**src/rtl/multi_cycle_control_unit.sv**
```systemverilog
// -----------------------------------------------------------------------------
// multi_cycle_control_unit
//
// Sequencing FSM for the multi-cycle RV32I core. Each instruction is stepped
// through fetch, decode, execute, memory and write-back states. The unit drives
// the datapath mux selects, the register/memory enables and the ALU mode. It
// waits on the shared instruction/data memory through the mem_ready handshake.
//
// Ports
//   clk        in   clock, all state changes on posedge
//   reset      in   synchronous, active-high
//   opcode     in   IR[6:0], valid from ID onward
//   alu_bcond  in   ALU branch condition (used in EX_BR only)
//   mem_ready  in   memory completes the current read/write this cycle
//   halt_req   in   ECALL with x17 == 10
//   pc_write   out  load PC at next edge
//   pc_source  out  0 = ALU result, 1 = ALUOut register
//   i_or_d     out  memory address: 0 = PC, 1 = ALUOut
//   mem_read   out  memory read strobe
//   mem_write  out  memory write strobe
//   ir_write   out  latch IR and old_pc
//   reg_write  out  register-file write enable
//   mem_to_reg out  write data from memory
//   pc_to_reg  out  write data from PC (link address)
//   alu_src_a  out  0 = PC, 1 = A, 2 = old_pc
//   alu_src_b  out  0 = B, 1 = constant 4, 2 = immediate
//   alu_mode   out  0 = ADD, 1 = SUB, 2 = decode funct3/funct7
//   halted     out  core stopped
//   state      out  current state code, for debug
// -----------------------------------------------------------------------------
module multi_cycle_control_unit (
   input  logic       clk,
   input  logic       reset,
   input  logic [6:0] opcode,
   input  logic       alu_bcond,
   input  logic       mem_ready,
   input  logic       halt_req,
   output logic       pc_write,
   output logic       pc_source,
   output logic       i_or_d,
   output logic       mem_read,
   output logic       mem_write,
   output logic       ir_write,
   output logic       reg_write,
   output logic       mem_to_reg,
   output logic       pc_to_reg,
   output logic [1:0] alu_src_a,
   output logic [1:0] alu_src_b,
   output logic [1:0] alu_mode,
   output logic       halted,
   output logic [3:0] state
);

   localparam logic [6:0] OP_ARITH     = 7'b0110011;
   localparam logic [6:0] OP_ARITH_IMM = 7'b0010011;
   localparam logic [6:0] OP_LOAD      = 7'b0000011;
   localparam logic [6:0] OP_STORE     = 7'b0100011;
   localparam logic [6:0] OP_BRANCH    = 7'b1100011;
   localparam logic [6:0] OP_JAL       = 7'b1101111;
   localparam logic [6:0] OP_JALR      = 7'b1100111;
   localparam logic [6:0] OP_ECALL     = 7'b1110011;

   typedef enum logic [3:0] {
      S_IF      = 4'd0,
      S_ID      = 4'd1,
      S_EX_R    = 4'd2,
      S_EX_I    = 4'd3,
      S_EX_ADDR = 4'd4,
      S_MEM_LD  = 4'd5,
      S_MEM_ST  = 4'd6,
      S_WB_ALU  = 4'd7,
      S_WB_LD   = 4'd8,
      S_EX_BR   = 4'd9,
      S_EX_JAL  = 4'd10,
      S_EX_JALR = 4'd11,
      S_HALT    = 4'd12
   } state_t;

   state_t state_q;
   state_t state_d;
   logic   halted_q;

   // Raw enables before the reset gate.
   logic pc_write_s;
   logic ir_write_s;
   logic reg_write_s;
   logic mem_read_s;
   logic mem_write_s;

   // Next-state decode.
   always_comb begin
      state_d = S_IF;
      case (state_q)
         S_IF:      state_d = mem_ready ? S_ID : S_IF;
         S_ID: begin
            case (opcode)
               OP_ARITH:     state_d = S_EX_R;
               OP_ARITH_IMM: state_d = S_EX_I;
               OP_LOAD:      state_d = S_EX_ADDR;
               OP_STORE:     state_d = S_EX_ADDR;
               OP_BRANCH:    state_d = S_EX_BR;
               OP_JAL:       state_d = S_EX_JAL;
               OP_JALR:      state_d = S_EX_JALR;
               OP_ECALL:     state_d = halt_req ? S_HALT : S_IF;
               default:      state_d = S_IF;   // unsupported opcode retires as a no-op
            endcase
         end
         S_EX_R:    state_d = S_WB_ALU;
         S_EX_I:    state_d = S_WB_ALU;
         S_EX_ADDR: begin
            if (opcode == OP_LOAD) begin
               state_d = S_MEM_LD;
            end else if (opcode == OP_STORE) begin
               state_d = S_MEM_ST;
            end else begin
               state_d = S_IF;
            end
         end
         S_MEM_LD:  state_d = mem_ready ? S_WB_LD : S_MEM_LD;
         S_MEM_ST:  state_d = mem_ready ? S_IF : S_MEM_ST;
         S_WB_ALU:  state_d = S_IF;
         S_WB_LD:   state_d = S_IF;
         S_EX_BR:   state_d = S_IF;
         S_EX_JAL:  state_d = S_IF;
         S_EX_JALR: state_d = S_IF;
         S_HALT:    state_d = S_HALT;
         default:   state_d = S_IF;
      endcase
   end

   // State and halted flag; reset abandons any instruction in flight.
   always_ff @(posedge clk) begin
      if (reset) begin
         state_q  <= S_IF;
         halted_q <= 1'b0;
      end else begin
         state_q  <= state_d;
         halted_q <= (state_d == S_HALT);
      end
   end

   // Moore output decode; only IF enables depend on mem_ready and only the
   // EX_BR pc_write depends on alu_bcond.
   always_comb begin
      pc_write_s  = 1'b0;
      ir_write_s  = 1'b0;
      reg_write_s = 1'b0;
      mem_read_s  = 1'b0;
      mem_write_s = 1'b0;
      pc_source   = 1'b0;
      i_or_d      = 1'b0;
      mem_to_reg  = 1'b0;
      pc_to_reg   = 1'b0;
      alu_src_a   = 2'd0;
      alu_src_b   = 2'd0;
      alu_mode    = 2'd0;
      case (state_q)
         S_IF: begin
            mem_read_s = 1'b1;
            alu_src_b  = 2'd1;
            pc_write_s = mem_ready;
            ir_write_s = mem_ready;
         end
         S_ID: begin
            alu_src_a = 2'd2;
            alu_src_b = 2'd2;
         end
         S_EX_R: begin
            alu_src_a = 2'd1;
            alu_mode  = 2'd2;
         end
         S_EX_I: begin
            alu_src_a = 2'd1;
            alu_src_b = 2'd2;
            alu_mode  = 2'd2;
         end
         S_WB_ALU: begin
            // Keep the ALU inputs of the preceding EX state so ALU result is stable.
            alu_src_a   = 2'd1;
            alu_src_b   = (opcode == OP_ARITH_IMM) ? 2'd2 : 2'd0;
            alu_mode    = 2'd2;
            reg_write_s = 1'b1;
         end
         S_EX_ADDR: begin
            alu_src_a = 2'd1;
            alu_src_b = 2'd2;
         end
         S_MEM_LD: begin
            mem_read_s = 1'b1;
            i_or_d     = 1'b1;
         end
         S_WB_LD: begin
            reg_write_s = 1'b1;
            mem_to_reg  = 1'b1;
         end
         S_MEM_ST: begin
            mem_write_s = 1'b1;
            i_or_d      = 1'b1;
         end
         S_EX_BR: begin
            alu_src_a  = 2'd1;
            alu_mode   = 2'd1;
            pc_write_s = alu_bcond;
            pc_source  = 1'b1;
         end
         S_EX_JAL: begin
            reg_write_s = 1'b1;
            pc_to_reg   = 1'b1;
            pc_write_s  = 1'b1;
            pc_source   = 1'b1;
         end
         S_EX_JALR: begin
            alu_src_a   = 2'd1;
            alu_src_b   = 2'd2;
            reg_write_s = 1'b1;
            pc_to_reg   = 1'b1;
            pc_write_s  = 1'b1;
         end
         S_HALT: begin
            pc_write_s = 1'b0;
         end
         default: begin
            pc_write_s = 1'b0;
         end
      endcase
   end

   // No architectural write may fire while reset is held.
   assign pc_write  = pc_write_s  & ~reset;
   assign ir_write  = ir_write_s  & ~reset;
   assign reg_write = reg_write_s & ~reset;
   assign mem_read  = mem_read_s  & ~reset;
   assign mem_write = mem_write_s & ~reset;

   assign halted = halted_q;
   assign state  = state_q;

endmodule

```
**config.mk**
```make
export PLATFORM = sky130hd
export DESIGN_NAME = multi_cycle_control_unit
export DESIGN_NICKNAME = d
export VERILOG_FILES = /design/src/rtl/multi_cycle_control_unit.sv
export SDC_FILE = /design/constraint.sdc
export NUM_CORES = 1
export LEC_CHECK = 0
export CELL_PAD_IN_SITES_DETAIL_PLACEMENT = 1
export CELL_PAD_IN_SITES_GLOBAL_PLACEMENT = 2
export CORE_AREA = 5 5 62 64
export CTS_CLUSTER_DIAMETER = 40
export CTS_CLUSTER_SIZE = 10
export DETAILED_ROUTE_END_ITERATION = 7
export DIE_AREA = 0 0 67 69
export PLACE_DENSITY_LB_ADDON = 0.08
export SYNTH_ARGS = -nofsm -noshare
export SYNTH_HDL_FRONTEND = slang
export SYNTH_SLANG_ARGS = --single-unit
export TNS_END_PERCENT = 1
```
**constraint.sdc**
```tcl
create_clock -name clk -period 2.5 [get_ports clk]
set_input_delay 0.25 -clock clk [delete_from_list [all_inputs] [get_ports clk]]
set_output_delay 0.25 -clock clk [all_outputs]
set_load 0.02 [all_outputs]
```
==> run summary, run 1 <==
In this run the post-CTS setup repair buffer count came out at 0. The area of the core region is 0.00323 mm^2, and the overall track demand over capacity in global routing is 10.8%. The critical path is of the in2out type. Clock tree synthesis inserted a total of 3 buffers.

In the routed layout, each cell is associated on average with a via count of 4.64. The hold buffer count at CTS came out at 0. I/O pin count: 32. Clock-pin slew was measured on the worst setup and hold paths at 40 ps. The first detailed-routing pass took 4 iterations.

The proportion of register bits with asynchronous set or reset after synthesis works out to 0%. The first-pass GRT wire length was 4050 um. Final hold violation count: 0. The area added between synthesis and finish was 70.5%; the post-synthesis mux area share was 0%. The tools report the setup slack of the critical path after layout as 189 ps.

The most frequently used flop master after synthesis is sky130_fd_sc_hd__dfxtp_1. The number of nets handed over by synthesis was 104. TritonCTS built the clock tree. The layout has 410 filler cells. The total number of vias is 803.

The smallest hold slack was 783 ps. The tools report the deepest clock path buffer count as 2. The time the worst path needs with I/O delays and setup is 2310 ps, and the number of maximum-capacitance constraint violations is 0. Leaving out fill and tap cells, the most frequent cell in the layout is sky130_fd_sc_hd__clkdlybuf4s50_1. The number of enable-type register cells in the synthesized netlist was 0; the pre-CTS worst setup slack was 205 ps. Of the post-synthesis cell area, the dominant cell type holds 17.1%. Number of pins exceeding their max-slew limit in the final report: 0. Data arrives at the worst endpoint at 2060 ps. During placement, the flow inserted port buffers numbering 31. The maximum level of the CTS H-tree was 1; the overall die width was 67 um. The sort of element at the end of the critical path was an output port.

The cell count after synthesis came out at 92. The worst slew slack as a fraction of its limit is 68.9%, and the total length of routed wires is 2350 um. For the initial core utilization, the log shows 18.1%. The pin count of the biggest net entering global routing was 14; the fraction of the mapped netlist area in compound gates was 29.7%. The post-route netlist has 9.45% of its cells at a drive strength greater than 1. By area, the combinational part of the netlist is dominated by simple AND/OR/NAND/NOR gates. The tree is rooted in a sky130_fd_sc_hd__clkbuf_4.

The post-route clock period utilization works out to 92.4%. Across the VDD grid, the largest voltage drop is 0.293 mV. The cell type with the largest total area after synthesis was sky130_fd_sc_hd__dfxtp_1. The library cells used most frequently in the layout, excluding fill and tap cells, are 31 x sky130_fd_sc_hd__clkdlybuf4s50_1, 12 x sky130_fd_sc_hd__a21oi_1, 11 x sky130_fd_sc_hd__nor2_1. For the final standard cell count with taps included and fillers excluded, the log shows 173. The flow ran to the end, and the final reports show no timing, DRC or antenna violations.

The HPWL after detailed placement is 1890 um. Based on the critical path, the design can be clocked at up to 0.433 GHz. Initial antenna violation count: 0.

Clock skew on the completed layout was measured at 3.06 ps. Of the synthesized area, sequential elements account for 17.1%. The total number of placement rows is 21, and the number of warning messages in the yosys log is 0.

The power density over the cells is 264 mW/mm^2. Summed over all failing endpoints, the final setup total negative slack is 0 ps. The type of the tightest min-delay check is reg2reg. The tools report the startpoint class of the critical path as an input port. The mapped netlist covers 586 um^2.

The core occupancy in the finished layout was 30.9%; the simple-gate portion of the synthesized area was 43.2%. The count of cell types in the netlist came out at 34. The multi-input combinational cells in the finished layout cover a total of 444 um^2. Setup repair after global routing left no endpoint under its margin. Once detail routing completed, the nets flagged for antenna violations numbered 0. The number of gates resized after CTS was 0.

For this block, the initial DRC count from the detailed router was 18. After detailed placement, the design holds a cell count of 169. Across the whole layout, storage elements account for 100 um^2. The clock net in this run drives a total of 5 sinks. The tools report the count of nets after finishing as 140. The average wire length per cell after detail routing came out at 13.6 um. For the total die area, the log shows 0.00462 mm^2.

For this run, design rule violations remaining after detail routing come to 0. For the number of global-route vias before repair, the log shows 845. Summed over all layers, the global routing overflow is 0.

The later pin in the worst-skew pair is clocked with a latency of 240 ps. The adder-cell area share of the yosys netlist is 0%. At the pin with the least slew margin, the transition time is 462 ps. After synthesis, the cell types taking the most area are sky130_fd_sc_hd__dfxtp_1 17%, sky130_fd_sc_hd__a21oi_1 10%, sky130_fd_sc_hd__nand2b_1 8.5%. The mean instance size in the synthesized netlist was 6.36 um^2. The maximum fanout count along the critical path is 4, and the placer's final routability congestion estimate is 0.750. Setup violations remaining at the end of the flow were counted as 0. The data required time of the worst path was 2250 ps; the overall die height was 69 um. The leakage power is 0.329 nW, and the antenna diode count is 0. The number of flip-flops and latches in the synthesized netlist is 5, and the xor and xnor area share after synthesis is 2.99%.
## per-layer routing
metal  up-vias  part of all wire [%]  GRT usage [%]  wire [um]
met5         -                     0              0          0
met4         0                  0.89           1.35         21
met3         4                   3.5           2.76         83
met2        19                    48           17.8       1130
met1       375                    47           14.3       1110
li1        405                     -              -          -
## worst max-delay path: stages
cell                              delay, ps
sky130_fd_sc_hd__clkdlybuf4s50_1        460
sky130_fd_sc_hd__nand4bb_1              250
sky130_fd_sc_hd__nor4_1                 280
sky130_fd_sc_hd__o21ai_0                110
sky130_fd_sc_hd__o31ai_1                 70
sky130_fd_sc_hd__clkdlybuf4s50_1        640
## registers in the layout, summed over array words and instances (netlist names)
name,flops
state,4
halted,1
## power by group
| group | switching (mW) | internal (mW) |
|---|---|---|
| Combinational | 0.0420 | 0.0452 |
| Sequential | 0.00428 | 0.0814 |
| Clock | 0.0302 | 0.0602 |
## area by class of cell
cell class	count	share of cell area (%)
multi-input combinational	77	44.5
sequential	5	10.0
clock buffer	4	2.63
timing repair buffer	37	35.6
inverter	4	1.50
tap	46	5.76
## cells in the mapped netlist (2+ instances only)
cell / number
sky130_fd_sc_hd__o21ai_0: 6
sky130_fd_sc_hd__a21oi_1: 12
sky130_fd_sc_hd__nor4_1: 5
sky130_fd_sc_hd__dfxtp_1: 5
sky130_fd_sc_hd__inv_1: 4
sky130_fd_sc_hd__nor2_1: 11
sky130_fd_sc_hd__nor2b_1: 2
sky130_fd_sc_hd__clkbuf_1: 4
sky130_fd_sc_hd__nand4_1: 2
sky130_fd_sc_hd__nand2_1: 8
sky130_fd_sc_hd__nor3_1: 3
sky130_fd_sc_hd__nand2b_1: 8
## kinds of logic after synthesis
logic type	Yosys count
buffers and inverters	10
DFF	5
and+or+nand+nor	46
xor gates and xnor gates	2
AOI/OAI and AO/OA	29
## through the flow
step	area, um^2	power, mW
6_report	998	0.263
5_1_grt	998	0.284
4_1_cts	998	0.270
3_5_place_dp	972	0.175
3_3_place_gp	972	0.175
2_1_floorplan	586	0.128
## final timing paths
check / from / endpoint / slack [ps] / cells past startpoint
worst max-delay path: opcode[3] / alu_src_b[1] / 190 / 6
worst min-delay path: state[0] / state[3] / 780 / 3
worst max register to register: state[0] / state[0] / 630 / 3
worst min register to register: state[0] / state[3] / 780 / 3
(Power assumes the default switching activity.)
==> run 2, diff against run 1 <==
--- a/config.mk
+++ b/config.mk
@@ -8,6 +8,7 @@
 export CELL_PAD_IN_SITES_DETAIL_PLACEMENT = 1
 export CELL_PAD_IN_SITES_GLOBAL_PLACEMENT = 2
 export CORE_AREA = 5 5 62 64
+export CTS_BUF_LIST = sky130_fd_sc_hd__clkbuf_16
 export CTS_CLUSTER_DIAMETER = 40
 export CTS_CLUSTER_SIZE = 10
 export DETAILED_ROUTE_END_ITERATION = 7
==> run summary, run 2 (synthesis gave the netlist of run 1 again) <==
Across the routed clock network, the largest skew measured is 1.30 ps. The achievable frequency was 0.433 GHz. The top cell types in the final layout, fill and taps aside, are 31 x sky130_fd_sc_hd__clkdlybuf4s50_1, 12 x sky130_fd_sc_hd__a21oi_1, 11 x sky130_fd_sc_hd__nor2_1. The number of flip-flops under the largest register name came out at 4. The die is 67 um wide. Summing all non-filler instances in the final layout gives an area of 0.00105 mm^2. The congestion estimate from routability-driven global placement came to 0.750.

The critical path class was in2out. The library cell contributing the largest single delay on the critical path is sky130_fd_sc_hd__clkdlybuf4s50_1. The run gives 0 as the number of pins exceeding their max-slew limit in the final report.

The cell seen most often among critical-path stages was sky130_fd_sc_hd__clkdlybuf4s50_1. The hold buffer count at CTS was 0. Relative to the synthesized area, the layout overhead comes to 79.5%. TritonCTS built the clock tree. For this design the ratio of total power to cell area is 410 mW/mm^2. Among cell families on the critical path, the largest total delay comes from buffers and inverters. Hold timing on the final database bottoms out at a slack of 783 ps.

The ratio of cells with drive above 1 in the final layout came out at 9.45%. Across the run, the number of max-cap violations was 0. Type of the tightest min-delay check: reg2reg. The number of logic stages on the critical path including buffering came out at 6. The worst path uses 92.4% of the clock period. Setup repair after global routing left no endpoint under its margin. Before CTS, the worst setup slack after placement is 205 ps. The region available for standard cell placement spans 0.00323 mm^2.

The number of clock buffers added by TritonCTS is 3. The count of cells along the worst register-to-register path was 3. The average wire length per cell after detail routing is 13.8 um.

The first detailed-routing pass ran for 4 iterations. The maximum level of the CTS H-tree is 1, and the antenna diode count is 0. In this run the clock root is driven by a sky130_fd_sc_hd__clkbuf_16.

The first global-routing pass estimated 4090 um of wire. In this run the remaining antenna-violating nets after routing total 0. In this run the count of I/O pins placed on the die edge is 32. In this run the worst path has a maximum fanout of 4. The initial antenna violation count is 0. For the worst slew slack as a fraction of its limit, the log shows 69.1%.

The first routing iteration left 22 violations. The maximum cell stage delay along the critical path is 640 ps, and the number of global-route vias before repair is 848. Sort of element at the end of the critical path: an output port. The time the worst path needs with I/O delays and setup came out at 2310 ps. For this configuration, the core starts out at a cell density of 18.1%. The tools report the pin count of the biggest net entering global routing as 14. The run gives 0 as the final hold violation count. STA classifies the critical path startpoint as an input port.

The most common cell after layout, fill and taps aside was sky130_fd_sc_hd__clkdlybuf4s50_1. The logs give 0.00462 mm^2 for the total die area and 0 for the overflow left after global routing. The number of buffers and inverters on the critical path is 2.

The logs give 11.1% for the overall track demand over capacity in global routing and 2250 ps for the data required time of the worst path. Row generation in the floorplan step produced 21 rows. The overall die height came out at 69 um. The worst-margin pin slew was 459 ps.

During placement, the flow inserted port buffers numbering 31. The tools report the largest vdd supply drop as 0.420 mV. The tools report the leakage power as 0.357 nW.

Summed over all nets, the half-perimeter wirelength after detailed placement is 1890 um. After detailed routing, the number of remaining DRC violations is 0. After detailed routing, the number of vias per cell comes to 4.66. For the sink count of the clock tree, the log shows 5. The count of cells along the worst hold path was 3; the number of buffers inserted by post-CTS setup repair was 0. For this run, the share of the core covered by cells in the final layout is 32.5%. STA puts the critical path data arrival time at 2060 ps. The final route contains 807 vias. The flow ran to the end, and the final reports show no timing, DRC or antenna violations. Total length of routed wires: 2390 um. In this run the deepest clock path goes through 2 buffers.

The tools report the post-detailed-placement cell area as 972 um^2. For the worst-skew pair, the clock arrives at the later sink with an insertion delay of 230 ps. The run gives 0 ps as the setup TNS after final layout. After layout, the worst setup slack is 189 ps. The signal on the critical path passes through clkdlybuf4s50_1 -> nand4bb_1 -> nor4_1 -> o21ai_0 -> o31ai_1 -> clkdlybuf4s50_1. Once the clock tree was built, the resizer swapped 0 gates to a different size. Setup violations remaining at the end of the flow were counted as 0. The layout has 406 filler cells.

The clock transition at the registers of the reported paths is 30 ps. The net count of the finished layout is 140.
-- run 2: worst min-delay path, delay by kind of cell, from the launching register on --
kind	cells	cell delay, ps
AO/OA/AOI/OAI	1	140
flip-flops	1	420
AND/OR/NAND/NOR	2	170
-- run 2: power by group --
part           internal [mW]  switching (mW)
Clock                  0.207          0.0505
Combinational         0.0451          0.0421
Sequential            0.0816         0.00427
-- run 2: area by class of cell --
class	instances	area, um^2	area share, %
clock buffers	3	75.1	7.14
repair buffers	37	355	33.8
flip-flops and latches	5	100	9.52
multi-input cells	77	444	42.3
inverters	4	15.0	1.43
well taps	46	57.6	5.48
clock inverters	1	3.75	0.357
-- run 2: final timing paths --
kind | slack, ps | from | end
setup / recovery | 190 | opcode[3] | alu_src_b[1]
setup reg to reg | 630 | state[0] | state[0]
hold reg to reg | 780 | state[0] | state[3]
hold / removal | 780 | state[0] | state[3]
-- run 2: metrics by stage --
stage	std cells	power (mW)
detailed placement	169	0.175
global placement	169	0.175
global route	173	0.450
finish	173	0.431
CTS	173	0.436
floorplan	92	0.128
-- run 2: metal layers --
metal  up-vias  wire, um  track usage (%)
li1        405         -                -
met1       376      1100             14.5
met4         0        28             2.70
met2        22      1150             17.8
met3         4       114             2.76
met5         -         0                0
==> run 3, diff against run 2 <==
--- a/config.mk
+++ b/config.mk
@@ -7,12 +7,12 @@
 export LEC_CHECK = 0
 export CELL_PAD_IN_SITES_DETAIL_PLACEMENT = 1
 export CELL_PAD_IN_SITES_GLOBAL_PLACEMENT = 2
-export CORE_AREA = 5 5 62 64
+export CORE_AREA = 5 5 56 71
 export CTS_BUF_LIST = sky130_fd_sc_hd__clkbuf_16
 export CTS_CLUSTER_DIAMETER = 40
-export CTS_CLUSTER_SIZE = 10
+export CTS_CLUSTER_SIZE = 28
 export DETAILED_ROUTE_END_ITERATION = 7
-export DIE_AREA = 0 0 67 69
+export DIE_AREA = 0 0 61 76
 export PLACE_DENSITY_LB_ADDON = 0.08
 export SYNTH_ARGS = -nofsm -noshare
 export SYNTH_HDL_FRONTEND = slang
==> run summary, run 3 (synthesis gave the netlist of run 1 again) <==
On the worst path, the slowest cell contributes a delay of 600 ps. Leaving out fill and tap cells, the most frequent cells in the layout are 31 x sky130_fd_sc_hd__clkdlybuf4s50_1, 12 x sky130_fd_sc_hd__a21oi_1, 11 x sky130_fd_sc_hd__nor2_1. The overflow left after global routing came out at 0. The run finished with clean final reports. The initial antenna violation count came out at 0.

The tools report the data required time of the worst path as 2250 ps. Initial core utilization: 17.7%. The count of nets after finishing is 140. Once the clock tree was built, the setup fixing pass inserted 0 buffers. For the total CTS buffers, the log shows 3. Library cell contributing the largest single delay on the critical path: sky130_fd_sc_hd__clkdlybuf4s50_1. The number of flip-flops under the largest register name works out to 4.

The filler cells instantiated in the layout total 420. For this design the static power due to leakage is 0.356 nW. The floorplan has 24 rows. The routed design has 2330 um of wire. The sink count of the clock tree was 5. The post-detailed-placement cell area is 963 um^2. The signal on the critical path passes through buf_4 -> or4b_4 -> inv_1 -> clkdlybuf4s50_1. At the placement stage, the worst setup path has a slack of 205 ps. Worst-skew pair later-pin latency: 230 ps. Critical path data arrival time: 2040 ps. Leaving out fill and tap cells, the most frequent cell in the layout is sky130_fd_sc_hd__clkdlybuf4s50_1. For the number of maximum-capacitance constraint violations, the log shows 0. The tools report the master cell of the clock root buffer as sky130_fd_sc_hd__clkbuf_16.

Buffers inserted to repair hold after CTS numbered 0. Setup violations remaining at the end of the flow were counted as 0. Subtracting the final worst setup slack from the clock period gives 2290 ps.

Maximum level of the CTS H-tree: 1. Across the routed clock network, the largest skew measured is 2.26 ps. The logs give 4 for the first-pass detailed-route iteration total and 1900 um for the HPWL after detailed placement. The logs give 2 for the deepest clock path buffer count and 0.437 GHz for the achievable frequency.

The average wire length per cell after detail routing was 14.0 um. The number of port buffers was 31. IR analysis of the VDD net gives a maximum drop of 0.543 mV.

The type of the tightest min-delay check was reg2reg. The power density over the cells was 414 mW/mm^2. The maximum fanout count along the critical path came out at 8. In the routed design, unresolved DRC markers number 0. Across every metal layer, demand over resource in global routing totals 10.8%. Measured along the x axis, the die boundary spans 61 um. After clock tree synthesis, the clock-pin slew on the worst setup and hold paths is 30 ps. The total die area was 0.00464 mm^2. In this run the count of I/O pins placed on the die edge is 32. Startpoint class of the critical path: a flip-flop. The tools report the final cell area excluding filler cells as 0.00104 mm^2. Total number of vias: 791. Cells with a size suffix above 1 make up 9.45% of the layout. The smallest hold slack was 750 ps; the number of global-route vias before repair was 862. Headroom to the max-slew limit came out at 70.2%. For the number of pins exceeding their max-slew limit in the final report, the log shows 0. Setup repair after global routing left no endpoint under its margin. The setup TNS after final layout was 0 ps. STA classifies the critical path endpoint as an output port. The area added between synthesis and finish was 78.0%; the overall die height was 76 um.

The pin count of the biggest net entering global routing is 13. After detailed routing, the number of vias per cell comes to 4.77. The setup slack of the critical path after layout is 210 ps.

In this run, the number of DRC markers left after iteration 0 of detailed routing was 14. The number of antenna diodes in the final layout is 0. The critical path class was reg2out. The worst-margin pin slew came out at 443 ps. Remaining number of nets flagged by the antenna check after routing: 0. The run gives 0.789 as the placer's final routability congestion estimate. In this run, post-CTS repair resized a total of 0 instances. The first-pass GRT wire length was 3930 um. TritonCTS built the clock tree. For the area of the core region, the log shows 0.00330 mm^2. The final hold violation count is 0, and the post-route clock period utilization is 91.6%.
==> run 3: area by class of cell <==
cell class / instances / area (um^2) / share of cell area, %
clock buffer: 3 / 75.1 / 7.20
clock inverter: 1 / 3.75 / 0.360
timing repair buffer: 37 / 355 / 34.1
multi-input combinational: 77 / 444 / 42.6
sequential: 5 / 100 / 9.60
tap: 39 / 48.8 / 4.68
inverter: 4 / 15.0 / 1.44
==> run 3: metal layers <==
metal | vias up | wire length (um) | global-route usage (%)
met1 | 363 | 1010 | 13.5
met4 | 0 | 19 | 2.60
met2 | 22 | 1160 | 18.4
met3 | 2 | 132 | 2.37
met5 | - | 0 | 0
li1 | 404 | - | -
==> run 3: worst paths after layout <==
path / from / to / slack (ps) / depth (start not counted)
setup / recovery: state[1] / alu_src_a[1] / 210 / 4
hold / removal: state[0] / state[3] / 750 / 3
setup reg to reg: state[1] / state[0] / 600 / 4
hold reg to reg: state[0] / state[3] / 750 / 3
==> run 3: through the flow <==
stage                     power (mW)  utilization (%)  std cells
after detailed placement       0.175             29.2        162
after global placement         0.175             29.2        162
after global routing           0.450             31.6        166
after floorplan                0.128                -         92
after CTS                      0.436             31.6        166
final                          0.432             31.6        166
==> run 3: power by group <==
group          switching [mW]  total [mW]  leakage (nW)  internal (mW)
combinational          0.0419      0.0881         0.274         0.0462
sequential            0.00365      0.0853        0.0405         0.0817
clock                  0.0514       0.258        0.0423          0.207
==> run 3: critical path: cells and delay by family (launching register included) <==
kind / cells / cell delay, ps
flops: 1 / 380
simple gates: 1 / 520
buf+inv: 3 / 890
